### src/rtl/timer_pkg.sv
// Shared types and constants for the countdown timer controller.
// Pure declarations; no logic, no latency.
// No flow control; consumed by the button detector and the timer top.
package timer_pkg;

  // Timer state encoding; the 2-bit value is exported on the state port.
  typedef enum logic [1:0] {
    SET   = 2'b00,
    RUN   = 2'b01,
    PAUSE = 2'b10,
    BEEP  = 2'b11
  } timer_state_t;

  // Shift-register pattern for a button release: high last cycle, low now.
  localparam logic [1:0] BTN_REL = 2'b10;

endpackage

### src/rtl/btn_release_detect.sv
// Button release detector: 2-flop shift register plus release compare.
// Latency: rel is high in the cycle after the edge that samples the button low.
// No backpressure; rel is a single-cycle event per release.
module btn_release_detect
  import timer_pkg::*;
(
  input  logic clk,
  input  logic reset,
  input  logic btn,
  output logic rel
);

  logic [1:0] sr;

  // Shift in the button level; older sample in bit 1.
  always_ff @(posedge clk) begin
    if (reset) sr <= '0;
    else       sr <= {sr[0], btn};
  end

  assign rel = (sr == BTN_REL);

endmodule

### src/rtl/countdown_timer_ctrl.sv
// Countdown timer controller: SET/RUN/PAUSE/BEEP FSM, tick prescaler, auto-reload.
// Latency: button events act one edge after detection; done/beep are registered.
// No backpressure; inputs are level buttons, outputs are free-running registers.
module countdown_timer_ctrl
  import timer_pkg::*;
#(
  parameter int SET_W       = 9,
  parameter int SCALE       = 100,
  parameter int CNT_W       = 16,
  parameter int TICK_DIV    = 1,
  parameter int BEEP_CYCLES = 0
) (
  input  logic             clk,
  input  logic             reset,
  input  logic [SET_W-1:0] set_val,
  input  logic             btn_go,
  input  logic             btn_clr,
  input  logic             reload_en,
  output logic [CNT_W-1:0] count,
  output logic [1:0]       state,
  output logic             beep,
  output logic             done
);

  localparam int P_W  = (TICK_DIV > 1) ? $clog2(TICK_DIV) : 1;
  localparam int BC_W = (BEEP_CYCLES > 1) ? $clog2(BEEP_CYCLES) : 1;
  localparam logic [P_W-1:0]   TICK_LAST = P_W'(TICK_DIV - 1);
  localparam logic [BC_W-1:0]  BEEP_LAST = BC_W'((BEEP_CYCLES > 0) ? BEEP_CYCLES - 1 : 0);
  localparam logic [CNT_W-1:0] SCALE_C   = CNT_W'(SCALE);

  // The largest possible start count must fit in the counter.
  localparam longint MAX_START = ((longint'(1) << SET_W) - 1) * longint'(SCALE);
  localparam longint CNT_LIM   = longint'(1) << CNT_W;

  if (MAX_START >= CNT_LIM) begin : g_bad_cnt_w
    $error("countdown_timer_ctrl: CNT_W too narrow for (2**SET_W-1)*SCALE");
  end
  if (TICK_DIV < 1) begin : g_bad_tick_div
    $error("countdown_timer_ctrl: TICK_DIV must be at least 1");
  end

  timer_state_t     state_q;
  logic [CNT_W-1:0] load_r;
  logic [CNT_W-1:0] scaled;
  logic [P_W-1:0]   presc;
  logic [BC_W-1:0]  beep_cnt;
  logic             go_ev;
  logic             clr_ev;

  btn_release_detect u_go (
    .clk   (clk),
    .reset (reset),
    .btn   (btn_go),
    .rel   (go_ev)
  );

  btn_release_detect u_clr (
    .clk   (clk),
    .reset (reset),
    .btn   (btn_clr),
    .rel   (clr_ev)
  );

  // Product is formed at counter width; the width check above keeps it exact.
  assign scaled = CNT_W'(set_val) * SCALE_C;

  // Main FSM: state, count, reload value, prescaler, beep window and done pulse.
  always_ff @(posedge clk) begin
    if (reset) begin
      state_q  <= SET;
      count    <= '0;
      load_r   <= '0;
      presc    <= '0;
      beep_cnt <= '0;
      beep     <= 1'b0;
      done     <= 1'b0;
    end else begin
      done <= 1'b0;
      case (state_q)
        SET: begin
          presc    <= '0;
          beep_cnt <= '0;
          if (go_ev && !clr_ev) begin
            // Hold count on the start edge so load_r and count agree.
            state_q <= RUN;
            load_r  <= count;
          end else begin
            count <= scaled;
          end
        end
        RUN: begin
          if (clr_ev) begin
            state_q <= SET;
            presc   <= '0;
          end else if (go_ev) begin
            // Prescaler keeps its phase so resume finishes the partial tick.
            state_q <= PAUSE;
          end else if (count == '0) begin
            done  <= 1'b1;
            presc <= '0;
            // A zero reload value would spin forever, so it falls to BEEP.
            if (reload_en && (load_r != '0)) begin
              count <= load_r;
            end else begin
              state_q  <= BEEP;
              count    <= '0;
              beep     <= 1'b1;
              beep_cnt <= '0;
            end
          end else if (presc == TICK_LAST) begin
            count <= count - CNT_W'(1);
            presc <= '0;
          end else begin
            presc <= presc + P_W'(1);
          end
        end
        PAUSE: begin
          if (clr_ev)     state_q <= SET;
          else if (go_ev) state_q <= RUN;
        end
        BEEP: begin
          count <= '0;
          presc <= '0;
          if (clr_ev || go_ev) begin
            state_q <= SET;
            beep    <= 1'b0;
          end else if ((BEEP_CYCLES > 0) && (beep_cnt == BEEP_LAST)) begin
            state_q <= SET;
            beep    <= 1'b0;
          end else if (BEEP_CYCLES > 0) begin
            beep_cnt <= beep_cnt + BC_W'(1);
          end
        end
        default: begin
          state_q <= SET;
          beep    <= 1'b0;
        end
      endcase
    end
  end

  assign state = state_q;

endmodule

### config.mk
export PLATFORM = sky130hd
export DESIGN_NAME = countdown_timer_ctrl
export DESIGN_NICKNAME = d
export VERILOG_FILES = /design/src/rtl/timer_pkg.sv /design/src/rtl/btn_release_detect.sv /design/src/rtl/countdown_timer_ctrl.sv
export SDC_FILE = /design/constraint.sdc
export NUM_CORES = 1
export LEC_CHECK = 0
export CORE_MARGIN = 2
export CORE_UTILIZATION = 40
export DETAILED_ROUTE_END_ITERATION = 10
export GPL_TIMING_DRIVEN = 0
export PLACE_DENSITY = 0.62
export SYNTH_ARGS = -nofsm -noshare
export SYNTH_HDL_FRONTEND = slang
export SYNTH_SLANG_ARGS = --single-unit
### constraint.sdc
create_clock -name clk -period 8.92 [get_ports clk]
set_input_delay 1.784 -clock clk [delete_from_list [all_inputs] [get_ports clk]]
set_output_delay 1.784 -clock clk [all_outputs]
set_load 0.05 [all_outputs]
=== Word-level counts from Yosys, hierarchy flattened ===
Cells that the tools add are included.

* Register bits after elaboration: 41
* Bits of input ports: 14
* Output and inout port bits: 20

* Add/sub/neg operators: 2
* Multipliers: 1
* Eq/ne operators: 17
* Multiplexer cells: 28
* Bitwise logic cells: 1
* Reductions and logical operators: 17

{| class="wikitable"
|+ Operators by type and width
! operator !! count
|-
| $mux W16 || 6
|-
| $pmux W16 S3 || 1
|-
| $logic_not A16 Y1 || 1
|-
| $mux W2 || 8
|-
| $reduce_bool A16 Y1 || 1
|-
| $sub A16 B1 Y16 const B || 1
|-
| $mul A9 B5 Y14 const B || 1
|-
| $ne A2 B2 Y1 const B || 7
|-
| $mux W1 || 10
|-
| $reduce_and A5 Y1 || 2
|-
| $ne A3 B3 Y1 const B || 3
|-
| $eq A2 B2 Y1 const B || 4
|-
| $ne A4 B4 Y1 const B || 2
|-
| $pmux W2 S4 || 1
|-
| $reduce_and A6 Y1 || 1
|-
| $pmux W1 S2 || 2
|-
| $reduce_and A2 Y1 || 2
|-
| $reduce_bool A2 Y1 || 2
|-
| $reduce_or A4 Y1 || 1
|-
| $reduce_bool A3 Y1 || 1
|-
| $eq A2 B1 Y1 const B || 1
|-
| $logic_and A1 B1 Y1 || 2
|-
| $logic_not A2 Y1 || 1
|-
| $reduce_or A2 Y1 || 1
|-
| other kinds (4) || 4
|}

=== Longest topological paths before layout ===
* Depth in word-level cells: 7
* Mapped depth: 12
* Mapped depth without buffers: 12

=== Modules after synthesis ===
Synthesis repeated with hierarchy kept, for this count alone.

* Cells, all modules: 367
* Area total of the unflattened synthesis: 2941.6 µm²

{| class="wikitable"
|+ Modules (own cells, without submodules)
! module !! times used !! cells each !! area each (µm²) !! sequential area each (µm²)
|-
| countdown_timer_ctrl || 1 || 357 || 2819.0 || 720.7
|-
| btn_release_detect || 2 || 5 || 61.3 || 40.0
|}

=== Least setup slack after synthesis ===
Ideal clock, no wire load.

* Kind: input port to flip-flop
* From: input port set_val[3]
* To: register count[15]
* Data arrival time: 4393 ps
* Slack: 4402 ps
* Cell stages on the path: 12
* Cells stage by stage: ha_1 ha_1 inv_1 fa_1 inv_1 ha_1 a21o_1 a221oi_1 o21ai_0 a31oi_1 xor2_1 o22ai_1

* Cells in the longest elaborated chain, start to end: 3

{| class="wikitable"
|+ Ends and longest elaborated chain
! what !! line !! source
|-
| start: declaration || countdown_timer_ctrl.sv:15 || <nowiki>input logic [SET_W-1:0] set_val,</nowiki>
|-
| $mul A9 B5 Y14 || countdown_timer_ctrl.sv:65 || <nowiki>assign scaled = CNT_W'(set_val) * SCALE_C;</nowiki>
|-
| $mux W16 || countdown_timer_ctrl.sv:83 || <nowiki>if (go_ev && !clr_ev) begin</nowiki>
|-
| $pmux W16 S3 || countdown_timer_ctrl.sv:79 || <nowiki>case (state_q)</nowiki>
|-
| end signal: assignment || countdown_timer_ctrl.sv:88 || <nowiki>count <= scaled;</nowiki>
|-
| end signal: assignment || countdown_timer_ctrl.sv:103 || <nowiki>count <= load_r;</nowiki>
|-
| end signal: assignment || countdown_timer_ctrl.sv:111 || <nowiki>count <= count - CNT_W'(1);</nowiki>
|-
| end: declaration || countdown_timer_ctrl.sv:19 || <nowiki>output logic [CNT_W-1:0] count,</nowiki>
|}

Every way passes these cells. The select of a mux whose other input is x is not followed.
A chain may end at the register's enable or synchronous reset.

=== Final worst setup path ===
Ends and elaborated chain as after synthesis.

==> impl_results.md <==
- Status: finished clean
- Cell Rows: 30
- Yosys cell types: 52
- Data arrival time of the worst path: 5210 ps
- Post-Synth Adder-Cell Area: 17.07%
- Post-synthesis simple-gate area fraction: a little under a quarter
- Kind of critical path: input port to flip-flop
- Clock power share: between 10% and 20%
- Synth-to-layout area growth: 19.33%
- Number of port buffers: 33
- Top cells by area, synth: dfxtp_1 (28%), ha_1 (14%), nand2_1 (6.7%), a21oi_1 (5.9%), nor2_1 (3.9%)
- Fin util: 49.45%
- Core Region: 0.006794 mm^2
- DIE HEIGHT: 87.89 um
- Post-synth top cells: nand2_1 (50), dfxtp_1 (40), a21oi_1 (33)
- Maximum clock rate: 198.7 MHz
- First-pass GRT wire length: between 10000 and 15000 um
- Sequential area share after synthesis: 28.44%
- Clk_lat worst skew: 290 ps
- MaxCap Viol Count: 0
- Filler cell count: a little under 700
- RSZ-0062 raised after global routing: false
- CP required: ~9100 ps
- Largest family of logic cells by synthesized area: simple AND/OR/NAND/NOR gates
- Yosys top cell area share: between 20 and 30%
- Post-cts resize count: 0
- Critical-path cell list: clkdlybuf4s50_1, ha_1, ha_1, inv_1, fa_1, inv_1, ha_1, a21o_1, a221oi_1, o21ai_0, a31oi_1, xor2_1, o22ai_1
- Total wire length: 7507 um
- Final Cycle Share: 56.41%
- CTS root buf: clkbuf_8
- Total grt overflow: 0
- Avg WL per Cell: 15.48 um
- H-tree depth: 2
- Share of layout cells above drive strength 1: 4.884%
- Die extent in x: just under 90 um
- Inserted Diodes: 0
- 1st-pass router iterations: 4
- Area of the multi-input gates: 0.001876 mm^2
- Endpoints failing hold: 0
- PwrDens: 196.9 mW/mm^2
- Synth async-reset ratio: 0%
- Initial antenna violation count: 0
- Mux cell area share after synthesis: 0.7111%
- Detail Route Antenna Nets: 0
- Io pins: 34
- Count of final max-slew check failures: 0
- Routability Congestion: 0.9296
- # setup viols final: 0
- Setup Buffers After CTS: 0
- Drt drc: 0
- Worst setup endpoint: count[15]
- Synthesized instance count: ~350
- Maximum vdd drop: 0.1147 mV
- Nets@finish: 438
- HP Class: flip-flop to flip-flop
- Comb pwr share: a little under half
- Bufs and invs on worst path: 3
- Post-synth EDFFs: 0
- Largest net degree at the start of global routing: 13
- Reg-to-reg critical path startpoint: state[0]
- Slew headroom: 28.23%
- Vias per Instance: 5.565
- Leakage: about 1.3 nW
- Seq pwr share: around a third
- Final HPWL DP: 5898 um
- R2R Setup Slk: 6480 ps
- Net Sw Frac: between 40% and 50%
- Worst path top cell family by delay: adder cells
- Crit-path most repeated cell: ha_1
- Net Sw Power: 0.2798 mW
- Reg2reg path depth: 5
- Die ar.: 0.007725 mm^2
- Ys Warns: 0
- Worst-path clk slew: 80 ps
- Worst Setup SP: set_val[3]
- Total CTS buffers: 5
- Crit start category: input port
- CTS Buffer Depth: 2
- Max stage delay cell, worst path: clkdlybuf4s50_1
- Post-route minimum period: 5032 ps
- DRT iter0 DRCs: 262
- Worst r2r dst: load_r[12]
- Post-Synth XOR/XNOR Area: 4.356%
- Clock Skews: 4.164 ps
- Synth Area in Compound Gates: 21.69%
- Most numerous cell in the Yosys netlist: nand2_1
- GRT Overall Usage: 21.01%
- Worst setup EP type: flip-flop
- Cell internal pwr: 0.3816 mW
- Synthesis-stage register bit count: 40
- Vias post-DR: 2699
- Hold Slack: 480.2 ps
- Largest stage delay on the critical path: 490 ps
- Worst Max-Slew Pin Slew: 1067 ps
- Post-Synthesis Cell Area: between 0.002 and 0.003 mm^2
- Initial Util: 41.44%
- Hold_buf cts: 0
- Vias in the first global route: ~2500
- Fin Setup TNS: 0 ps
- Avg Cell Area, Syn: 8.090 um^2
- Clock Sinks: 40
- Synthesized Nets: between 300 and 400
- Main flop type after synthesis: dfxtp_1
- CTS tree: yes
- Sequential cell area: between 800 and 900 um^2
- WP depth: 13
- Maximum fanout along the worst path: 5
- Dominant cell type by area after synthesis: dfxtp_1
layer usage:
layer / track usage (%) / wire length [um] / up-vias
met3: 2.828 / 405 / 9
met2: 34.02 / 3530 / 77
li1: - / - / 1333
met1: 30.12 / 3510 / 1280
met5: 0 / 0 / -
met4: 3.916 / 61 / 0
kinds of logic after synthesis:
logic type / Yosys count
buf+inv: 36
fa+ha+maj: 36
simple gates: 127
mux: 2
compound gates: 93
xor+xnor: 14
flops: 40
worst register-to-register path, cell delays in order, from the launching register on:
cell and delay (ps):
dfxtp_1 410, clkbuf_1 300, nor4_1 970, clkbuf_1 440, nand2_1 110, a21oi_1 140
layout by cell type (no fill, tap or decap), types with 10 or more instances in the layout:
cell type,instances
clkdlybuf4s50_1,33
nor2_1,29
inv_1,21
dfxtp_1,40
o21ai_0,10
nand2_1,50
clkbuf_1,11
a211oi_1,11
ha_1,32
a21oi_1,33
flip-flops by register name, indices dropped and copies added (netlist names):
register  count
beep          1
count        16
done          1
load_r       16
state         2
u_clr.sr      2
u_go.sr       2
metrics by stage:
stage	power [mW]	worst slack [ps]	instance area, um^2	cells
finish	0.6614	3888	3359	485
global placement	0.5346	3603	3266	477
floorplan	0.4496	4402	2815	348
global route	0.7038	3670	3359	485
detailed placement	0.5363	3597	3266	477
CTS	0.6615	3890	3359	485
worst min-delay path by stage:
stage | from | end | slack [ps] | depth (start not counted)
3_5_place_dp | u_go.sr[0] | u_go.sr[1] | 470 | 1
4_1_cts | u_go.sr[0] | u_go.sr[1] | 480 | 1
3_3_place_gp | load_r[15] | load_r[15] | 470 | 2
2_1_floorplan | load_r[14] | load_r[14] | 450 | 2
5_1_grt | u_go.sr[0] | u_go.sr[1] | 500 | 1
6_report | u_go.sr[0] | u_go.sr[1] | 480 | 1
final cells by class:
| cell class | instances | area share, % |
|---|---|---|
| multi-input cells | 272 | 55.83 |
| flip-flops and latches | 40 | 23.84 |
| repair buffers | 33 | 9.832 |
| well taps | 96 | 3.575 |
| clock buffers | 7 | 2.570 |
| inverters | 22 | 2.458 |
| plain buffers | 14 | 1.676 |
| clock inverters | 1 | 0.2235 |
power groups by stage:
stage                     registers [mW]  logic [mW]  clock network [mW]
after floorplan                    0.277       0.172                   0
after global placement             0.234       0.301                   0
after CTS                          0.229       0.305               0.128
after global routing               0.233       0.335               0.136
final                              0.229       0.305               0.127
after detailed placement           0.233       0.303                   0
Note: power is estimated with default switching activity, not from simulation.
==> edit (same flow settings) <==
Set the parameter `SCALE` to 75 (it was 100).
--- a/src/rtl/countdown_timer_ctrl.sv
+++ b/src/rtl/countdown_timer_ctrl.sv
@@ -5,7 +5,7 @@
   import timer_pkg::*;
 #(
   parameter int SET_W       = 9,
-  parameter int SCALE       = 100,
+  parameter int SCALE       = 75,
   parameter int CNT_W       = 16,
   parameter int TICK_DIV    = 1,
   parameter int BEEP_CYCLES = 0
Behaviour: not the same (a bounded check fails within 4 cycles, from zero or initial values and one cycle with reset high).
==> edit against the original RTL <==
- synthesized area grew 18%
- count of clock-buffer cells in the layout shrank 1
- routed wire length grew 17%
- combinational power grew 57%
- final area grew 16%
- clock power grew 16%
- worst setup slack lost 0.61 ns
- register-to-register slack gained 0.16 ns
- sequential cell count is the same
- power grew 33%
- critical path depth grew 2
==> edit: results (changes against the original RTL) <==
INFO  cts            worstSkewPairLatency=0.29ns [about the same]
INFO  timing         slew_headroom=0.364 [was 0.282]
INFO  synthesis      synth.top_cells.by_count=sky130_fd_sc_hd__nand2_1 (50), sky130_fd_sc_hd__ha_1 (42), sky130_fd_sc_hd__dfxtp_1 (40), sky130_fd_sc_hd__a21oi_1 (39), sky130_fd_sc_hd__nor2_1 (24) [was sky130_fd_sc_hd__nand2_1 (50), sky130_fd_sc_hd__dfxtp_1 (40), sky130_fd_sc_hd__a21oi_1 (33), sky130_fd_sc_hd__ha_1 (32), sky130_fd_sc_hd__nor2_1 (29)]
INFO  final_layout   layout-drive-gt1-share=0.0752 [was 0.0488]
INFO  global_routing grt_pass1_wl=14900um [was 12700 um]
INFO  routing        route.detailed.wl_per_inst=16.1um [was 15.5 um]
INFO  synthesis      syn_nets=464 [was 398]
INFO  global_routing globalRouteTotalUtil=0.209 [was 0.210]
INFO  placed_design  globalplace.congestion=0.921 [was 0.930]
INFO  routing        detailroute.via_count=3025 [was 2699]
INFO  final_layout   finish.net_count=503 [was 438]
INFO  timing         clock-skew-final=0.00894ns [was 0.00416 ns]
INFO  routing        drt_iter0_markers=166 [was 262]
INFO  power          leakage_power_summed_over_all_cells=1.56nW [was 1.33 nW]
INFO  power          ir_worst_vdd=84.1uV [was 115 uV]
INFO  placed_design  port-buffer-count=32 [was 33]
INFO  placed_design  pre_cts_ws=2.98ns [was 3.60 ns]
INFO  placed_design  place_hpwl=6890um [was 5900 um]
INFO  critical_path  timing.reg2reg.worst_path_depth=8 [was 5]
INFO  status         run_status=finished, final reports clean [unchanged]
INFO  placed_design  place_area=3780um2 [was 3270 um2]
INFO  critical_path  critPathMaxFanout=8 [was 5]
INFO  synthesis      synth.top_cells.by_area=sky130_fd_sc_hd__dfxtp_1 (24%), sky130_fd_sc_hd__ha_1 (16%), sky130_fd_sc_hd__a21oi_1 (5.9%), sky130_fd_sc_hd__nand2_1 (5.6%), sky130_fd_sc_hd__fa_1 (5.4%) [was sky130_fd_sc_hd__dfxtp_1 (28%), sky130_fd_sc_hd__ha_1 (14%), sky130_fd_sc_hd__nand2_1 (6.7%), sky130_fd_sc_hd__a21oi_1 (5.9%), sky130_fd_sc_hd__nor2_1 (3.9%)]
INFO  synthesis      synth_cell_types=65 [was 52]
INFO  synthesis      seq_area_frac_synth=0.241 [was 0.284]
==> edit: cell count changes after synthesis, sizes merged, moves of 4 or more <==
| cell | change |
|---|---|
| buf | +5 |
| o21ai | +5 |
| ha | +10 |
| nor2 | -5 |
| a22oi | +6 |
| a211oi | -7 |
| fa | +5 |
| nor4 | +6 |
| a21oi | +7 |
| o22ai | -4 |
| nand3b | +5 |
==> edit: metal layers <==
layer  wire, um  share of wire  GRT usage
met2       4130           0.47      0.358
met5          0              0          0
met4        105          0.012     0.0568
met1       4090           0.47      0.281
met3        420          0.048     0.0158
==> edit: where the power goes <==
part	internal, W	total [W]	switching [W]
logic	0.000194	0.000480	0.000286
clock network	0.0000831	0.000147	0.0000635
registers	0.000203	0.000251	0.0000482
==> edit: final timing paths <==
path	endpoint	startpoint	slack [ns]
setup / recovery	count[13]$_SDFFE_PP0P_	set_val[5]	3.28
hold / removal	u_clr.sr[1]$_SDFF_PP0_	u_clr.sr[0]$_SDFF_PP0_	0.48
setup reg to reg	count[14]$_SDFFE_PP0P_	count[0]$_SDFFE_PP0P_	6.64
hold reg to reg	u_clr.sr[1]$_SDFF_PP0_	u_clr.sr[0]$_SDFF_PP0_	0.48
==> edit: cell families after synthesis <==
kind of cell	count (synthesis)	synth area share
and+or+nand+nor	143	0.236
xor gates and xnor gates	17	0.0448
AOI/OAI and AO/OA	102	0.196
buffers and inverters	40	0.0519
adders and majority gates	51	0.212
muxes	6	0.0184
DFF	40	0.241
==> edit: through the flow <==
step	cells	hold WS, ns
2_1_floorplan	399	0.445
3_3_place_gp	536	0.461
3_5_place_dp	536	0.468
4_1_cts	544	0.483
5_1_grt	544	0.509
6_report	544	0.477
==> edit: worst max-delay path: stages <==
cell	delay, ns
sky130_fd_sc_hd__clkdlybuf4s50_1	0.62
sky130_fd_sc_hd__ha_1	0.28
sky130_fd_sc_hd__ha_1	0.30
sky130_fd_sc_hd__fa_1	0.53
sky130_fd_sc_hd__inv_1	0.05
sky130_fd_sc_hd__fa_1	0.49
sky130_fd_sc_hd__inv_1	0.04
sky130_fd_sc_hd__ha_1	0.27
sky130_fd_sc_hd__buf_2	0.17
sky130_fd_sc_hd__a21oi_2	0.14
sky130_fd_sc_hd__o21ai_1	0.12
sky130_fd_sc_hd__and3_4	0.21
sky130_fd_sc_hd__o31a_1	0.28
sky130_fd_sc_hd__or3_1	0.32
sky130_fd_sc_hd__a311oi_2	0.24
==> edit: cell type report <==
class                           count  area (um2)
Clock buffer                        6        72.6
Buffer                             18        90.1
Sequential cell                    40         801
Multi-Input combinational cell    319        2350
Fill cell                         796        4250
Clock inverter                      2        35.0
Timing Repair Buffer               32         320
Inverter                           22        82.6
Tap cell                          105         131
